**config.mk**
```make
export PLATFORM = sky130hd
export DESIGN_NAME = drive_track_sequencer
export DESIGN_NICKNAME = d
export VERILOG_FILES = /design/src/rtl/drive_track_sequencer.sv
export SDC_FILE = /design/constraint.sdc
export NUM_CORES = 1
export LEC_CHECK = 0
export CAP_MARGIN = 5
export CORE_AREA = 10 10 83 121
export DETAILED_ROUTE_END_ITERATION = 10
export DIE_AREA = 0 0 93 131
export PLACE_DENSITY = 0.72
export SYNTH_ARGS = -nofsm -noshare
export SYNTH_HDL_FRONTEND = slang
export SYNTH_SLANG_ARGS = --single-unit
```
**constraint.sdc**
```tcl
create_clock -name CLK_14M -period 2.15 [get_ports CLK_14M]
set_input_delay 0.215 -clock CLK_14M [delete_from_list [all_inputs] [get_ports CLK_14M]]
set_output_delay 0.215 -clock CLK_14M [all_outputs]
set_load 0.05 [all_outputs]
```
**src/rtl/drive_track_sequencer.sv**
```systemverilog
// drive_track_sequencer
//   Keeps a track buffer in step with the drive head. The head track must be
//   stable for SETTLE_CYCLES before any host transfer starts; a dirty buffer
//   is written back (FLUSH) before the new track is read (LOAD). Each failed
//   transfer attempt (error ack or timeout) is retried up to MAX_RETRIES
//   times with a one-cycle request gap, after which the block parks in ERROR
//   until the image is unmounted.
//
// Build option
//   TRACK_WRITEBACK_EN : when defined, DRIVE_WE marks the buffer dirty and
//                        dirty buffers are flushed before a reload. When
//                        undefined, DIRTY and HOST_WR are tied low and FLUSH
//                        is never entered.
//
// Ports
//   CLK_14M, RESET     : clock, asynchronous active-high reset
//   DISK_MOUNTED       : image present; low forces IDLE
//   DRIVE_TRACK[6:0]   : head track from the drive
//   DRIVE_WE           : drive write strobe into the track buffer
//   TRACK_BUSY         : high except in READY
//   DISK_READY         : high only in READY
//   TRACK_LOADED[6:0]  : track currently held in the buffer
//   LOADED_VALID       : TRACK_LOADED is meaningful
//   DIRTY              : buffer modified since load
//   DISK_ERROR         : retries exhausted
//   HOST_RD / HOST_WR  : load / writeback request to host
//   LBA_TRACK[6:0]     : track of the current request
//   HOST_ACK, HOST_ERR : one-cycle completion pulse, error qualifier
//
// States
//   IDLE   | no image; waiting for DISK_MOUNTED
//   SETTLE | waiting for the head track to stay constant
//   FLUSH  | writing the dirty buffer back (HOST_WR)
//   LOAD   | reading the latched track (HOST_RD)
//   READY  | buffer matches head; drive may access it
//   ERROR  | retries exhausted; held until unmount

module drive_track_sequencer #(
    parameter int SETTLE_CYCLES  = 1400,
    parameter int TIMEOUT_CYCLES = 14000000,
    parameter int MAX_RETRIES    = 2
) (
    input  logic       CLK_14M,
    input  logic       RESET,
    input  logic       DISK_MOUNTED,
    input  logic [6:0] DRIVE_TRACK,
    input  logic       DRIVE_WE,
    output logic       TRACK_BUSY,
    output logic       DISK_READY,
    output logic [6:0] TRACK_LOADED,
    output logic       LOADED_VALID,
    output logic       DIRTY,
    output logic       DISK_ERROR,
    output logic       HOST_RD,
    output logic       HOST_WR,
    output logic [6:0] LBA_TRACK,
    input  logic       HOST_ACK,
    input  logic       HOST_ERR
);

`ifdef TRACK_WRITEBACK_EN
    localparam bit WB_EN = 1'b1;
`else
    localparam bit WB_EN = 1'b0;
`endif

    localparam int SW = $clog2(SETTLE_CYCLES + 1);
    localparam int TW = $clog2(TIMEOUT_CYCLES + 1);
    localparam int RW = $clog2(MAX_RETRIES + 2);

    localparam logic [SW-1:0] SETTLE_LAST = SW'(SETTLE_CYCLES - 1);
    localparam logic [TW-1:0] TMO_LAST    = TW'(TIMEOUT_CYCLES - 1);
    localparam logic [RW-1:0] RETRY_MAX   = RW'(MAX_RETRIES);

    typedef enum logic [2:0] {
        S_IDLE, S_SETTLE, S_FLUSH, S_LOAD, S_READY, S_ERROR
    } state_t;

    state_t        state_q, state_d;
    logic [6:0]    latch_q, latch_d;
    logic [SW-1:0] settle_q, settle_d;
    logic [TW-1:0] tmo_q, tmo_d;
    logic [RW-1:0] retry_q, retry_d;
    logic          gap_q, gap_d;
    logic          busy_q, busy_d;
    logic          ready_q, ready_d;
    logic          rd_q, rd_d;
    logic          wr_q, wr_d;
    logic [6:0]    lba_q, lba_d;
    logic [6:0]    loaded_q, loaded_d;
    logic          valid_q, valid_d;
    logic          dirty_q, dirty_d;
    logic          err_q, err_d;

    always_ff @(posedge CLK_14M or posedge RESET) begin
        if (RESET) begin
            state_q  <= S_IDLE;
            latch_q  <= '0;
            settle_q <= '0;
            tmo_q    <= '0;
            retry_q  <= '0;
            gap_q    <= 1'b0;
            busy_q   <= 1'b1;
            ready_q  <= 1'b0;
            rd_q     <= 1'b0;
            wr_q     <= 1'b0;
            lba_q    <= '0;
            loaded_q <= '0;
            valid_q  <= 1'b0;
            dirty_q  <= 1'b0;
            err_q    <= 1'b0;
        end else begin
            state_q  <= state_d;
            latch_q  <= latch_d;
            settle_q <= settle_d;
            tmo_q    <= tmo_d;
            retry_q  <= retry_d;
            gap_q    <= gap_d;
            busy_q   <= busy_d;
            ready_q  <= ready_d;
            rd_q     <= rd_d;
            wr_q     <= wr_d;
            lba_q    <= lba_d;
            loaded_q <= loaded_d;
            valid_q  <= valid_d;
            dirty_q  <= dirty_d;
            err_q    <= err_d;
        end
    end

    always_comb begin
        state_d  = state_q;
        latch_d  = latch_q;
        settle_d = settle_q;
        tmo_d    = tmo_q;
        retry_d  = retry_q;
        gap_d    = gap_q;
        busy_d   = busy_q;
        ready_d  = ready_q;
        rd_d     = rd_q;
        wr_d     = wr_q;
        lba_d    = lba_q;
        loaded_d = loaded_q;
        valid_d  = valid_q;
        dirty_d  = dirty_q;
        err_d    = err_q;

        case (state_q)
            S_IDLE: begin
                if (DISK_MOUNTED) begin
                    state_d  = S_SETTLE;
                    latch_d  = DRIVE_TRACK;
                    settle_d = '0;
                end
            end

            S_SETTLE: begin
                if (DRIVE_TRACK != latch_q) begin
                    latch_d  = DRIVE_TRACK;
                    settle_d = '0;
                end else if (settle_q == SETTLE_LAST) begin
                    tmo_d   = '0;
                    retry_d = '0;
                    gap_d   = 1'b0;
                    if (valid_q && (latch_q == loaded_q)) begin
                        state_d = S_READY;
                        busy_d  = 1'b0;
                        ready_d = 1'b1;
                    end else if (WB_EN && dirty_q) begin
                        state_d = S_FLUSH;
                        wr_d    = 1'b1;
                        lba_d   = loaded_q;
                    end else begin
                        state_d = S_LOAD;
                        rd_d    = 1'b1;
                        lba_d   = latch_q;
                    end
                end else if (settle_q != '1) begin
                    settle_d = settle_q + 1'b1;
                end
            end

            S_FLUSH, S_LOAD: begin
                if (gap_q) begin
                    // Re-issue after the one-cycle drop; acks here are ignored.
                    gap_d = 1'b0;
                    tmo_d = '0;
                    if (state_q == S_FLUSH) wr_d = 1'b1;
                    else                    rd_d = 1'b1;
                end else if (HOST_ACK && !HOST_ERR) begin
                    if (state_q == S_FLUSH) begin
                        // Writeback done: read the new track straight away.
                        wr_d    = 1'b0;
                        dirty_d = 1'b0;
                        state_d = S_LOAD;
                        rd_d    = 1'b1;
                        lba_d   = latch_q;
                        tmo_d   = '0;
                        retry_d = '0;
                    end else begin
                        rd_d     = 1'b0;
                        loaded_d = latch_q;
                        valid_d  = 1'b1;
                        state_d  = S_READY;
                        busy_d   = 1'b0;
                        ready_d  = 1'b1;
                    end
                end else if ((HOST_ACK && HOST_ERR) || (tmo_q == TMO_LAST)) begin
                    rd_d = 1'b0;
                    wr_d = 1'b0;
                    if (retry_q < RETRY_MAX) begin
                        retry_d = retry_q + 1'b1;
                        gap_d   = 1'b1;
                    end else begin
                        state_d = S_ERROR;
                        err_d   = 1'b1;
                        valid_d = 1'b0;
                        busy_d  = 1'b1;
                        ready_d = 1'b0;
                    end
                end else if (tmo_q != '1) begin
                    tmo_d = tmo_q + 1'b1;
                end
            end

            S_READY: begin
                if (WB_EN && DRIVE_WE) dirty_d = 1'b1;
                if (DRIVE_TRACK != loaded_q) begin
                    state_d  = S_SETTLE;
                    latch_d  = DRIVE_TRACK;
                    settle_d = '0;
                    busy_d   = 1'b1;
                    ready_d  = 1'b0;
                end
            end

            S_ERROR: ;

            default: state_d = S_IDLE;
        endcase

        // Unmount wins over everything, including a pending flush.
        if (!DISK_MOUNTED) begin
            state_d  = S_IDLE;
            rd_d     = 1'b0;
            wr_d     = 1'b0;
            valid_d  = 1'b0;
            dirty_d  = 1'b0;
            err_d    = 1'b0;
            busy_d   = 1'b1;
            ready_d  = 1'b0;
            gap_d    = 1'b0;
            settle_d = '0;
            tmo_d    = '0;
            retry_d  = '0;
        end
    end

    assign TRACK_BUSY   = busy_q;
    assign DISK_READY   = ready_q;
    assign TRACK_LOADED = loaded_q;
    assign LOADED_VALID = valid_q;
    assign DISK_ERROR   = err_q;
    assign HOST_RD      = rd_q;
    assign LBA_TRACK    = lba_q;
`ifdef TRACK_WRITEBACK_EN
    assign DIRTY        = dirty_q;
    assign HOST_WR      = wr_q;
`else
    assign DIRTY        = 1'b0;
    assign HOST_WR      = 1'b0;
`endif

endmodule

```
After elaboration in Yosys (flattened, before gate mapping)
Cells that the tools add are included.
{"block": "totals", "ff_bits": 67, "input_bits": 13, "out_inout_bits": 21, "wordCells": 182}
{"block": "op_classes", "addsub": 3, "order_cmp": 1, "n_eq_ne": 51, "n_mux": 91, "bitwise_logic": 2, "n_reduce_logical": 21}
{"cell": "$mux 24", "n": 8}
{"cell": "$mux 7", "n": 9}
{"cell": "$mux 11", "n": 5}
{"cell": "$pmux 24 s2", "n": 1}
{"cell": "$mux 1", "n": 41}
{"cell": "$pmux 11 s3", "n": 1}
{"cell": "$ne 4x4->1 const B", "n": 8}
{"cell": "$mux 3", "n": 10}
{"cell": "$ne 2x2->1 const B", "n": 13}
{"cell": "$add 24x1->24 const B", "n": 1}
{"cell": "$eq 24x24->1 const B", "n": 1}
{"cell": "$ne 24x24->1 const B", "n": 1}
{"cell": "$ne 3x3->1 const B", "n": 8}
{"cell": "$pmux 7 s3", "n": 1}
{"cell": "$reduce_and 7->1", "n": 3}
{"cell": "$ne 5x5->1 const B", "n": 4}
{"cell": "$mux 2", "n": 8}
{"cell": "$pmux 3 s5", "n": 1}
{"cell": "$ne 7x7->1", "n": 2}
{"cell": "$pmux 7 s2", "n": 1}
{"cell": "$reduce_and 4->1", "n": 3}
{"cell": "$reduce_and 6->1", "n": 2}
{"cell": "$add 11x1->11 const B", "n": 1}
{"cell": "$eq 11x11->1 const B", "n": 1}
{"cell": "other kinds (24)", "n": 35}

Logic depth before layout (Yosys ltp)
Gate-level depths: netlist (run 1).
{"block": "depth", "depth_word": 7, "mapped_depth": 9, "mapped_depth_nobuf": 7}

Worst setup path after synthesis (run 1)
OpenSTA, ideal clock, no wires.
{"block": "synth_path", "path_kind": "register -> register", "start": "reg settle_q[7]", "end": "reg lba_q[0] (netlist: LBA_TRACK[0])", "t_arrival_ps": 2070, "path_slack_ps": -44, "stages_incl_launch_ff": 6, "n_path_buf": 0, "period_less_slack_ps": 2194, "cell_sequence": "dfrtp_1 -> or4b_1 -> nor3_4 -> nand3b_2 -> o32ai_4 -> mux2_2"}
{"block": "synth_between", "elab_chain_cells": 3}
{"element": "start: declaration", "line": "81", "source": "logic [SW-1:0] settle_q, settle_d;"}
{"element": "start signal: assignment", "line": "115", "source": "settle_q <= settle_d;"}
{"element": "$eq 11x11->1", "line": "161", "source": "end else if (settle_q == SETTLE_LAST) begin"}
{"element": "$ne 2x2->1 (no line)"}
{"element": "$reduce_and 7->1 (no line)"}
{"element": "end signal: assignment", "line": "123", "source": "lba_q <= lba_d;"}
{"element": "end: declaration", "line": "89", "source": "logic [6:0] lba_q, lba_d;"}
Every way passes these cells.
A chain may end at the register's enable or synchronous reset.

Worst setup path in the final report (run 1)
{"block": "layout_path", "start": "reg settle_q[7]", "end": "reg lba_q[3] (netlist: LBA_TRACK[3])"}
The elaborated chain is that of the path after synthesis.

==> results of run 1 <==
==> synthesized netlist by cell type (all sizes together), types with 3 or more instances <==
library cell and instances:
nand2 37, nor4 5, nand2b 4, dfrtp 66, nor3 11, nor3b 3, o31ai 26, nand3 24
nand4 11, nor2b 6, o21ai 27, a31oi 19, or3 3, buf 5, a21o 3, xor2 9
nand3b 3, xnor2 13, a21oi 20, nor2 24, inv 8, mux2 25, clkbuf 13, and3 5
o211ai 3, and2 7
==> power by group through the flow <==
stage	registers [uW]	clock network [uW]	logic [uW]
floorplan	2350	0	1210
global placement	1870	0	2630
detailed placement	1870	0	2670
CTS	1860	1860	2720
global route	1910	1920	2980
finish	1870	1840	2800
==> cells by family (layout without fill, tap and decap cells) <==
logic type | Yosys count | in the layout | synth area share (%)
simple gates | 148 | 148 | 20.48
compound gates | 114 | 114 | 19.51
flops | 67 | 67 | 43.60
mux | 27 | 27 | 7.835
buf+inv | 26 | 118 | 2.828
xor+xnor | 22 | 22 | 5.007
fa+ha+maj | 2 | 2 | 0.6501
other cells | 1 | 2 | 0.09744
==> cell type report <==
type	count	share of cell area [%]
sequential	67	31.78
multi-input combinational	315	42.11
timing repair buffer	94	15.97
clock buffer	10	4.513
inverter	8	0.5671
tap	105	2.481
clock inverter	6	2.576
==> layout by cell type (no fill, tap or decap), types with 12 or more instances in the layout <==
| master | n |
|---|---|
| sky130_fd_sc_hd__nand3_1 | 22 |
| sky130_fd_sc_hd__a31oi_1 | 17 |
| sky130_fd_sc_hd__a21oi_1 | 19 |
| sky130_fd_sc_hd__o31ai_1 | 18 |
| sky130_fd_sc_hd__clkdlybuf4s50_1 | 30 |
| sky130_fd_sc_hd__nor2_1 | 24 |
| sky130_fd_sc_hd__mux2_2 | 24 |
| sky130_fd_sc_hd__buf_4 | 56 |
| sky130_fd_sc_hd__o21ai_0 | 20 |
| sky130_fd_sc_hd__dfrtp_1 | 62 |
| sky130_fd_sc_hd__nand2_1 | 36 |
| sky130_fd_sc_hd__xnor2_1 | 12 |
==> metal layers <==
metal / routed length [um] / vias to the layer above
met2: 5766 / 106
met1: 3923 / 1750
met3: 450 / 27
li1: - / 1695
met4: 306 / 0
met5: 0 / -
==> sequential cells by signal (all words and copies together) (netlist names), 2 cells and up <==
signal and cells:
settle_q 11, retry_q 2, LBA_TRACK 7, TRACK_LOADED 7, state_q 3, tmo_q 24
latch_q 7
==> repair_timing <==
action,CTS,global route
buffers inserted,0,1
setup endpoints to repair,30,54
gates cloned,0,0
resized for setup,11,29
pin swaps,2,7
==> worst register-to-register path: stages (launching register included) <==
cell	delay, ns
sky130_fd_sc_hd__dfrtp_1	0.37
sky130_fd_sc_hd__or4b_4	0.55
sky130_fd_sc_hd__nor3_4	0.22
sky130_fd_sc_hd__nand3b_2	0.14
sky130_fd_sc_hd__o32ai_4	0.28
sky130_fd_sc_hd__buf_6	0.16
sky130_fd_sc_hd__mux2_2	0.33
==> metrics by stage <==
stage          setup WS [ns]  TNS (ns)  power (uW)  cells  area [um2]
2_1_floorplan       -0.01527   -0.1069        3555    408        3867
3_3_place_gp         -0.2385    -5.768        4496    589        4751
3_5_place_dp         -0.2593    -8.338        4540    589        4751
4_1_cts             -0.06535   -0.6802        6443    605        5172
5_1_grt              -0.1318    -1.753        6823    605        5295
6_report            -0.02419  -0.06755        6517    605        5295
==> path summary, 6_finish.rpt <==
kind                                               from  slack [ns]                           to  cells after the start
worst max-delay path            settle_q[7]$_DFFE_PP0P_       -0.02     LBA_TRACK[3]$_DFFE_PP0P_                      6
worst min-delay path                              RESET        0.23         tmo_q[0]$_DFFE_PP0P_                      2
worst max register to register  settle_q[7]$_DFFE_PP0P_       -0.02     LBA_TRACK[3]$_DFFE_PP0P_                      6
worst min register to register   TRACK_BUSY$_DFFE_PP1P_        0.48       TRACK_BUSY$_DFFE_PP1P_                      2
max in group asynchronous                         RESET        1.35  TRACK_LOADED[2]$_DFFE_PP0P_                      3
min in group CLK_14M             TRACK_BUSY$_DFFE_PP1P_        0.48       TRACK_BUSY$_DFFE_PP1P_                      2
==> flow_summary.html, run 1 <==
<table>
<tr><th>Metric</th><th>Value</th></tr>
<tr><th colspan="2">Logic synthesis</th></tr>
<tr><td>Netlist cell types</td><td>58</td></tr>
<tr><td>Post-synthesis cell type with the largest combined area</td><td>sky130_fd_sc_hd__dfrtp_1</td></tr>
<tr><td>Fraction of post-synthesis cell area in the top cell type by area</td><td>42.91%</td></tr>
<tr><td>Number of enable flip-flop cells after synthesis</td><td>0</td></tr>
<tr><td>Post-Synthesis Mean Instance Area</td><td>9.456 um2</td></tr>
<tr><td>Number of instances in the synthesized netlist</td><td>407</td></tr>
<tr><td>Biggest area contributors in the synthesized netlist</td><td>sky130_fd_sc_hd__dfrtp_1 43%, sky130_fd_sc_hd__mux2_2 7.3%, sky130_fd_sc_hd__o31ai_1 5.1%</td></tr>
<tr><td>Number of synthesis warnings</td><td>0</td></tr>
<tr><td>Dominant register cell in the synthesized netlist</td><td>sky130_fd_sc_hd__dfrtp_1</td></tr>
<tr><td>Sequential element share of the synthesized area</td><td>43.60%</td></tr>
<tr><td>Synth async-reset ratio</td><td>between 90% and 100%</td></tr>
<tr><td>Post-Synthesis Cell Area</td><td>a little under 4000 um2</td></tr>
<tr><td>Count of state elements after synthesis</td><td>67</td></tr>
<tr><th colspan="2">Power</th></tr>
<tr><td>Switching pwr</td><td>2461 uW</td></tr>
<tr><td>Internal cell power</td><td>4056 uW</td></tr>
<tr><td>Sequential Power Share</td><td>28.8%</td></tr>
<tr><td>Clock network power share</td><td>28.3%</td></tr>
<tr><td>Share of power burned in combinational logic</td><td>43.0%</td></tr>
<tr><td>Power density over the cells</td><td>~1200 nW/um2</td></tr>
<tr><td>Net Sw Frac</td><td>a little under two fifths</td></tr>
<tr><td>Maximum VDD drop</td><td>0.0009780 V</td></tr>
<tr><td>Leakage power</td><td>0.002257 uW</td></tr>
<tr><th colspan="2">Clocking</th></tr>
<tr><td>TritonCTS clock tree</td><td>yes</td></tr>
<tr><td>Clock slew seen by the registers of the worst setup and hold paths</td><td>about 0.060 ns</td></tr>
<tr><td>H-tree depth</td><td>3</td></tr>
<tr><td>Root cell of the clock tree</td><td>sky130_fd_sc_hd__clkbuf_16</td></tr>
<tr><td>Worst-case clock buffer depth</td><td>2</td></tr>
<tr><td>Number of buffers inserted during clock tree synthesis</td><td>9</td></tr>
<tr><td>Hold-fix buffers at CTS</td><td>0</td></tr>
<tr><td>Number of sinks handled by clock tree synthesis</td><td>67</td></tr>
<tr><td>Clock network latency to the later pin of the worst-skew pair</td><td>0.34 ns</td></tr>
<tr><th colspan="2">Route</th></tr>
<tr><td>Final routed DRC violation total</td><td>0</td></tr>
<tr><td>DRC violation total after the first TritonRoute iteration</td><td>241</td></tr>
<tr><td>DR vias/cell</td><td>5.914</td></tr>
<tr><td>Average wire per standard cell</td><td>approximately 17 um</td></tr>
<tr><td>Via count</td><td>3578</td></tr>
<tr><td>Number of iterations in the first detailed-routing pass</td><td>6</td></tr>
<tr><td>Post-route antenna net violation count</td><td>0</td></tr>
<tr><td>Wirelength, routed</td><td>10.45 mm</td></tr>
<tr><th colspan="2">Outcome</th></tr>
<tr><td>Outcome</td><td>complete, but fails checks</td></tr>
<tr><td>Violated checks</td><td>setup timing</td></tr>
<tr><th colspan="2">Cells and area</th></tr>
<tr><td>Combined area of the multi-input logic cells</td><td>around 2200 um2</td></tr>
<tr><td>Share of final-layout standard cells stronger than drive strength 1</td><td>29.60%</td></tr>
<tr><td>Layout Nets</td><td>510</td></tr>
<tr><td>Final Core Density</td><td>66.96%</td></tr>
<tr><td>Number of antenna diodes</td><td>0</td></tr>
<tr><td>Sequential cell area</td><td>1683 um2</td></tr>
<tr><td>Number of fill cells in the layout</td><td>615</td></tr>
<tr><td>Area grow syn2layout</td><td>37.58%</td></tr>
<tr><th colspan="2">Timing</th></tr>
<tr><td>Time the final worst path needs with I/O delays and setup</td><td>between 2 and 2.5 ns</td></tr>
<tr><td>Fraction of the cycle the final worst path needs</td><td>101.1%</td></tr>
<tr><td>RSZ-0062 raised after global routing</td><td>yes</td></tr>
<tr><td>Pin slew with the least headroom to its limit</td><td>0.5165 ns</td></tr>
<tr><td>Post-Route Skew</td><td>0.007666 ns</td></tr>
<tr><td>Setup slack of the critical path after layout</td><td>-0.02419 ns</td></tr>
<tr><td>Worst Hold Slack</td><td>between 0.2 and 0.25 ns</td></tr>
<tr><td>Number of failing setup endpoints in the final timing report</td><td>7</td></tr>
<tr><td>Relative slew margins</td><td>roughly two thirds</td></tr>
<tr><td>Final count of pins violating max slew</td><td>0</td></tr>
<tr><td>Hold violation total from the final report</td><td>0</td></tr>
<tr><td>Maximum frequency from static timing analysis</td><td>0.4599 GHz</td></tr>
<tr><th colspan="2">Worst hold path</th></tr>
<tr><td>Tightest Hold Check Type</td><td>input port to async pin</td></tr>
<tr><th colspan="2">Setup path</th></tr>
<tr><td>Required time of the worst setup path</td><td>2.37 ns</td></tr>
<tr><td>Highest-delay cell along the critical path</td><td>sky130_fd_sc_hd__or4b_4</td></tr>
<tr><td>Arrival time reported for the critical path endpoint</td><td>2.39 ns</td></tr>
<tr><td>Count of buffer and inverter cells on the critical path</td><td>1</td></tr>
<tr><td>Delay of the slowest cell on the worst path</td><td>0.55 ns</td></tr>
<tr><td>Top Family by Delay on Critical Path</td><td>simple AND/OR/NAND/NOR gates</td></tr>
<tr><td>Ordered list of cells on the worst path</td><td>or4b_4, nor3_4, nand3b_2, o32ai_4, buf_6, mux2_2</td></tr>
<tr><td>Endpoint type of the worst setup path</td><td>flip-flop</td></tr>
<tr><td>Setup crit start kind</td><td>flip-flop</td></tr>
<tr><td>Maximum net fanout on the critical path</td><td>4</td></tr>
<tr><td>Critical path start-end classification</td><td>flip-flop to flip-flop</td></tr>
<tr><th colspan="2">Floorplanning</th></tr>
<tr><td>Die Wd</td><td>93 um</td></tr>
<tr><td>Full die area</td><td>approximately 12000 um2</td></tr>
<tr><td>Number of top-level design ports</td><td>34</td></tr>
<tr><td>Initial standard-cell utilization of the core</td><td>between 40% and 50%</td></tr>
<tr><td>Area of the placeable core</td><td>7908 um2</td></tr>
<tr><td>Die Y</td><td>131 um</td></tr>
<tr><td>Number of placement rows</td><td>40</td></tr>
<tr><th colspan="2">Placement</th></tr>
<tr><td># port buffers</td><td>30</td></tr>
<tr><td>Weighted congestion reported at the end of routability-driven placement</td><td>0.8846</td></tr>
<tr><td>Detailed-placement wirelength estimate</td><td>7.320 mm</td></tr>
<tr><th colspan="2">GRT</th></tr>
<tr><td>Largest net degree at the start of global routing</td><td>23</td></tr>
<tr><td>Met3 usage in global routing</td><td>3.598%</td></tr>
<tr><td>Total routing usage reported by global routing</td><td>17.29%</td></tr>
<tr><td>Vias in the first global route</td><td>3603</td></tr>
<tr><td>GRT met2 Usage</td><td>about a third</td></tr>
<tr><td>Sum of overflow across all layers after global routing</td><td>0</td></tr>
<tr><td>Antenna violations before repair</td><td>0</td></tr>
<tr><td>First-pass GRT wire length</td><td>17.04 mm</td></tr>
<tr><td>Met1 demand-to-capacity share in global routing</td><td>around 18%</td></tr>
<tr><td>GR peak layer</td><td>met2</td></tr>
<tr><th colspan="2">Flow run</th></tr>
<tr><td>Max Cap Viol</td><td>0</td></tr>
</table>
No activity file was read; power rests on OpenSTA's default activity.
==> run 2: changes to the inputs <==
--- a/config.mk
+++ b/config.mk
@@ -7,6 +7,7 @@
 export LEC_CHECK = 0
 export CAP_MARGIN = 5
 export CORE_AREA = 10 10 83 121
+export CTS_CLUSTER_SIZE = 40
 export DETAILED_ROUTE_END_ITERATION = 10
 export DIE_AREA = 0 0 93 131
 export PLACE_DENSITY = 0.72
==> constraint.sdc (replaced) <==
create_clock -name CLK_14M -period 1.9 [get_ports CLK_14M]
set_input_delay 0.19 -clock CLK_14M [delete_from_list [all_inputs] [get_ports CLK_14M]]
set_output_delay 0.19 -clock CLK_14M [all_outputs]
set_load 0.05 [all_outputs]
==> flow_summary.html, run 2 (same netlist as run 1, synthesis figures left out) <==
<table>
<tr><th>Metric</th><th>Value</th></tr>
<tr><th colspan="2">Timing</th></tr>
<tr><td>Final count of pins violating max slew</td><td>0 (unchanged)</td></tr>
<tr><td>Post-Route Skew</td><td>0.006454 ns (-0.001212 ns)</td></tr>
<tr><td>Time the final worst path needs with I/O delays and setup</td><td>2.200 ns (+0.02534 ns)</td></tr>
<tr><td>Setup slack of the critical path after layout</td><td>-0.2995 ns (-0.2753 ns)</td></tr>
<tr><td>RSZ-0062 raised after global routing</td><td>yes</td></tr>
<tr><td>Relative slew margins</td><td>62.82% (-2.7 points)</td></tr>
<tr><td>Fraction of the cycle the final worst path needs</td><td>115.8% (+15 points)</td></tr>
<tr><td>Hold violation total from the final report</td><td>0 (unchanged)</td></tr>
<tr><td>Maximum frequency from static timing analysis</td><td>0.4546 GHz (-1.2%)</td></tr>
<tr><td>Number of failing setup endpoints in the final timing report</td><td>53 (+46)</td></tr>
<tr><td>Pin slew with the least headroom to its limit</td><td>0.5530 ns (+0.03653 ns)</td></tr>
<tr><td>Sum of negative setup slack</td><td>-11.25 ns (-11.19 ns)</td></tr>
<tr><th colspan="2">Setup path</th></tr>
<tr><td>Setup crit start kind</td><td>flip-flop</td></tr>
<tr><td>Maximum net fanout on the critical path</td><td>4 (unchanged)</td></tr>
<tr><td>Delay of the slowest cell on the worst path</td><td>0.55 ns (about the same)</td></tr>
<tr><td>Top Family by Delay on Critical Path</td><td>simple AND/OR/NAND/NOR gates</td></tr>
<tr><td>Highest-delay cell along the critical path</td><td>sky130_fd_sc_hd__or4b_4</td></tr>
<tr><td>Reg2reg end</td><td>LBA_TRACK[6]$_DFFE_PP0P_</td></tr>
<tr><td>Endpoint type of the worst setup path</td><td>flip-flop</td></tr>
<tr><td>Critical path start-end classification</td><td>flip-flop to flip-flop</td></tr>
<tr><td>R2R cell count</td><td>7 (+1)</td></tr>
<tr><td>Internal reg-to-reg setup slack</td><td>-0.30 ns (-0.28 ns)</td></tr>
<tr><td>Startpoint of the most critical register-to-register path</td><td>settle_q[9]$_DFFE_PP0P_</td></tr>
<tr><td>Ordered list of cells on the worst path</td><td>or4b_4, nor3_4, buf_12, nand3b_4, o32ai_4, buf_6, mux2_4</td></tr>
<tr><td>Arrival time reported for the critical path endpoint</td><td>2.42 ns (+0.03 ns)</td></tr>
<tr><td>Required time of the worst setup path</td><td>2.12 ns (-0.25 ns)</td></tr>
<tr><td>Count of buffer and inverter cells on the critical path</td><td>2 (+1)</td></tr>
<tr><th colspan="2">Cells and area</th></tr>
<tr><td>Max FFs per register</td><td>24 (unchanged)</td></tr>
<tr><td>Number of antenna diodes</td><td>0 (unchanged)</td></tr>
<tr><td>Area grow syn2layout</td><td>56.21%</td></tr>
<tr><td>Register containing the most flip-flops in the final layout</td><td>tmo_q</td></tr>
<tr><td>Layout Nets</td><td>572 (+12%)</td></tr>
<tr><td>Design area</td><td>6012 um2 (+14%)</td></tr>
<tr><td>Commonest cells after routing, fill and taps aside</td><td>100 x sky130_fd_sc_hd__buf_4, 58 x sky130_fd_sc_hd__dfrtp_1, 33 x sky130_fd_sc_hd__nand2_1, 29 x sky130_fd_sc_hd__clkdlybuf4s50_1</td></tr>
<tr><td>Most common cell after layout, fill and taps aside</td><td>sky130_fd_sc_hd__buf_4</td></tr>
<tr><td>Share of final-layout standard cells stronger than drive strength 1</td><td>41.28% (+12 points)</td></tr>
<tr><td>Final Core Density</td><td>76.03% (+9.1 points)</td></tr>
<tr><td>Sequential cell area</td><td>1688 um2 (+0.30%)</td></tr>
<tr><td>Combined area of the multi-input logic cells</td><td>2475 um2 (+11%)</td></tr>
<tr><td>Number of fill cells in the layout</td><td>511 (-17%)</td></tr>
<tr><td>Registers with the most flip-flops</td><td>tmo_q: 24 flops, settle_q: 11 flops</td></tr>
<tr><th colspan="2">Clocking</th></tr>
<tr><td>Clock network latency to the later pin of the worst-skew pair</td><td>0.34 ns (about the same)</td></tr>
<tr><td>H-tree depth</td><td>3 (unchanged)</td></tr>
<tr><td>Hold-fix buffers at CTS</td><td>0 (unchanged)</td></tr>
<tr><td>Clock slew seen by the registers of the worst setup and hold paths</td><td>0.06 ns (about the same)</td></tr>
<tr><td>Number of sinks handled by clock tree synthesis</td><td>67 (unchanged)</td></tr>
<tr><td>Root cell of the clock tree</td><td>sky130_fd_sc_hd__clkbuf_16</td></tr>
<tr><td>TritonCTS clock tree</td><td>yes</td></tr>
<tr><td>Number of buffers inserted during clock tree synthesis</td><td>9 (unchanged)</td></tr>
<tr><td>Worst-case clock buffer depth</td><td>2 (unchanged)</td></tr>
<tr><th colspan="2">GRT</th></tr>
<tr><td>Largest net degree at the start of global routing</td><td>23 (unchanged)</td></tr>
<tr><td>Antenna violations before repair</td><td>0 (unchanged)</td></tr>
<tr><td>Total routing usage reported by global routing</td><td>21.26% (+4.0 points)</td></tr>
<tr><td>First-pass GRT wire length</td><td>20.38 mm (+20%)</td></tr>
<tr><td>Vias in the first global route</td><td>4098 (+14%)</td></tr>
<tr><td>Sum of overflow across all layers after global routing</td><td>0 (unchanged)</td></tr>
<tr><th colspan="2">Floorplanning</th></tr>
<tr><td>Number of top-level design ports</td><td>34 (unchanged)</td></tr>
<tr><td>Full die area</td><td>12180 um2 (unchanged)</td></tr>
<tr><td>Area of the placeable core</td><td>7908 um2 (unchanged)</td></tr>
<tr><td>Number of placement rows</td><td>40 (unchanged)</td></tr>
<tr><td>Initial standard-cell utilization of the core</td><td>48.67% (unchanged)</td></tr>
<tr><td>Die Wd</td><td>93 um (unchanged)</td></tr>
<tr><td>Die Y</td><td>131 um (unchanged)</td></tr>
<tr><th colspan="2">Route</th></tr>
<tr><td>Average wire per standard cell</td><td>20.43 um (+18%)</td></tr>
<tr><td>Final routed DRC violation total</td><td>0 (unchanged)</td></tr>
<tr><td>Via count</td><td>4076 (+14%)</td></tr>
<tr><td>DRC violation total after the first TritonRoute iteration</td><td>296 (+23%)</td></tr>
<tr><td>Wirelength, routed</td><td>13.63 mm (+30%)</td></tr>
<tr><td>DR vias/cell</td><td>6.111 (+3.3%)</td></tr>
<tr><td>Post-route antenna net violation count</td><td>0 (unchanged)</td></tr>
<tr><td>Number of iterations in the first detailed-routing pass</td><td>5 (-1)</td></tr>
<tr><th colspan="2">Power</th></tr>
<tr><td>Power density over the cells</td><td>1255 nW/um2 (+1.9%)</td></tr>
<tr><td>Maximum VDD drop</td><td>0.001236 V (+26%)</td></tr>
<tr><td>Leakage power</td><td>0.002668 uW (+18%)</td></tr>
<tr><th colspan="2">Placement</th></tr>
<tr><td>Detailed-placement wirelength estimate</td><td>8.222 mm (+12%)</td></tr>
<tr><td>Weighted congestion reported at the end of routability-driven placement</td><td>0.9146 (+3.4%)</td></tr>
<tr><td>Standard cell area after detailed placement</td><td>5100 um2 (+7.3%)</td></tr>
<tr><td># port buffers</td><td>30 (unchanged)</td></tr>
<tr><th colspan="2">Worst hold path</th></tr>
<tr><td>Tightest Hold Check Type</td><td>input port to async pin</td></tr>
<tr><th colspan="2">Outcome</th></tr>
<tr><td>Violated checks</td><td>setup timing</td></tr>
<tr><td>Outcome</td><td>complete, but fails checks</td></tr>
<tr><th colspan="2">Flow run</th></tr>
<tr><td>Max Cap Viol</td><td>0 (unchanged)</td></tr>
</table>
[run 2: how the worst max path moves through the flow]
| stage | to | slack (ns) | cells after the start | from |
|---|---|---|---|---|
| after floorplan | LBA_TRACK[0]$_DFFE_PP0P_ | -0.26 | 5 | settle_q[7]$_DFFE_PP0P_ |
| after global placement | LBA_TRACK[2]$_DFFE_PP0P_ | -0.46 | 8 | DRIVE_TRACK[1] |
| after detailed placement | LBA_TRACK[4]$_DFFE_PP0P_ | -0.53 | 8 | DRIVE_TRACK[1] |
| after CTS | LBA_TRACK[5]$_DFFE_PP0P_ | -0.34 | 6 | settle_q[9]$_DFFE_PP0P_ |
| after global routing | settle_q[2]$_DFFE_PP0P_ | -0.36 | 10 | settle_q[1]$_DFFE_PP0P_ |
| final | LBA_TRACK[6]$_DFFE_PP0P_ | -0.30 | 7 | settle_q[9]$_DFFE_PP0P_ |
[run 2: cell type report]
| type | instances | area share [%] |
|---|---|---|
| tap | 105 | 2.185 |
| inverter | 8 | 0.4995 |
| clock buffer | 13 | 4.162 |
| clock inverter | 3 | 0.2497 |
| sequential | 67 | 28.07 |
| timing repair buffer | 155 | 23.66 |
| multi-input combinational | 316 | 41.17 |
[run 2: power breakdown]
group          total [uW]  switching [uW]  internal, uW
clock network        1530             613           913
logic                3940            2150          1800
registers            2070             305          1770
total                7540            3060          4480
[run 2: through the flow]
stage | instances | total power [uW] | setup slack [ns] | hold WS [ns]
2_1_floorplan | 408 | 4045 | -0.2647 | 0.3417
3_3_place_gp | 627 | 5267 | -0.4593 | 0.4597
3_5_place_dp | 627 | 5363 | -0.5345 | 0.4731
4_1_cts | 655 | 7279 | -0.3394 | 0.2332
5_1_grt | 667 | 7843 | -0.3591 | 0.2480
6_report | 667 | 7543 | -0.2995 | 0.2264
[run 2: timing repair]
action | in CTS | in global routing
gates cloned | 2 | 2
setup endpoints to repair | 56 | 60
pin swaps | 26 | 17
setup buffers | 10 | 12
gates resized for setup | 66 | 34
[run 2: per-layer routing]
metal	vias up	share of wire, %	wire (um)	track usage (%)
met1	2035	35	4831	21.20
met4	0	4.3	586	9.290
li1	1825	-	-	-
met2	166	55	7531	40.92
met5	-	0	0	0
met3	50	5.0	679	4.512
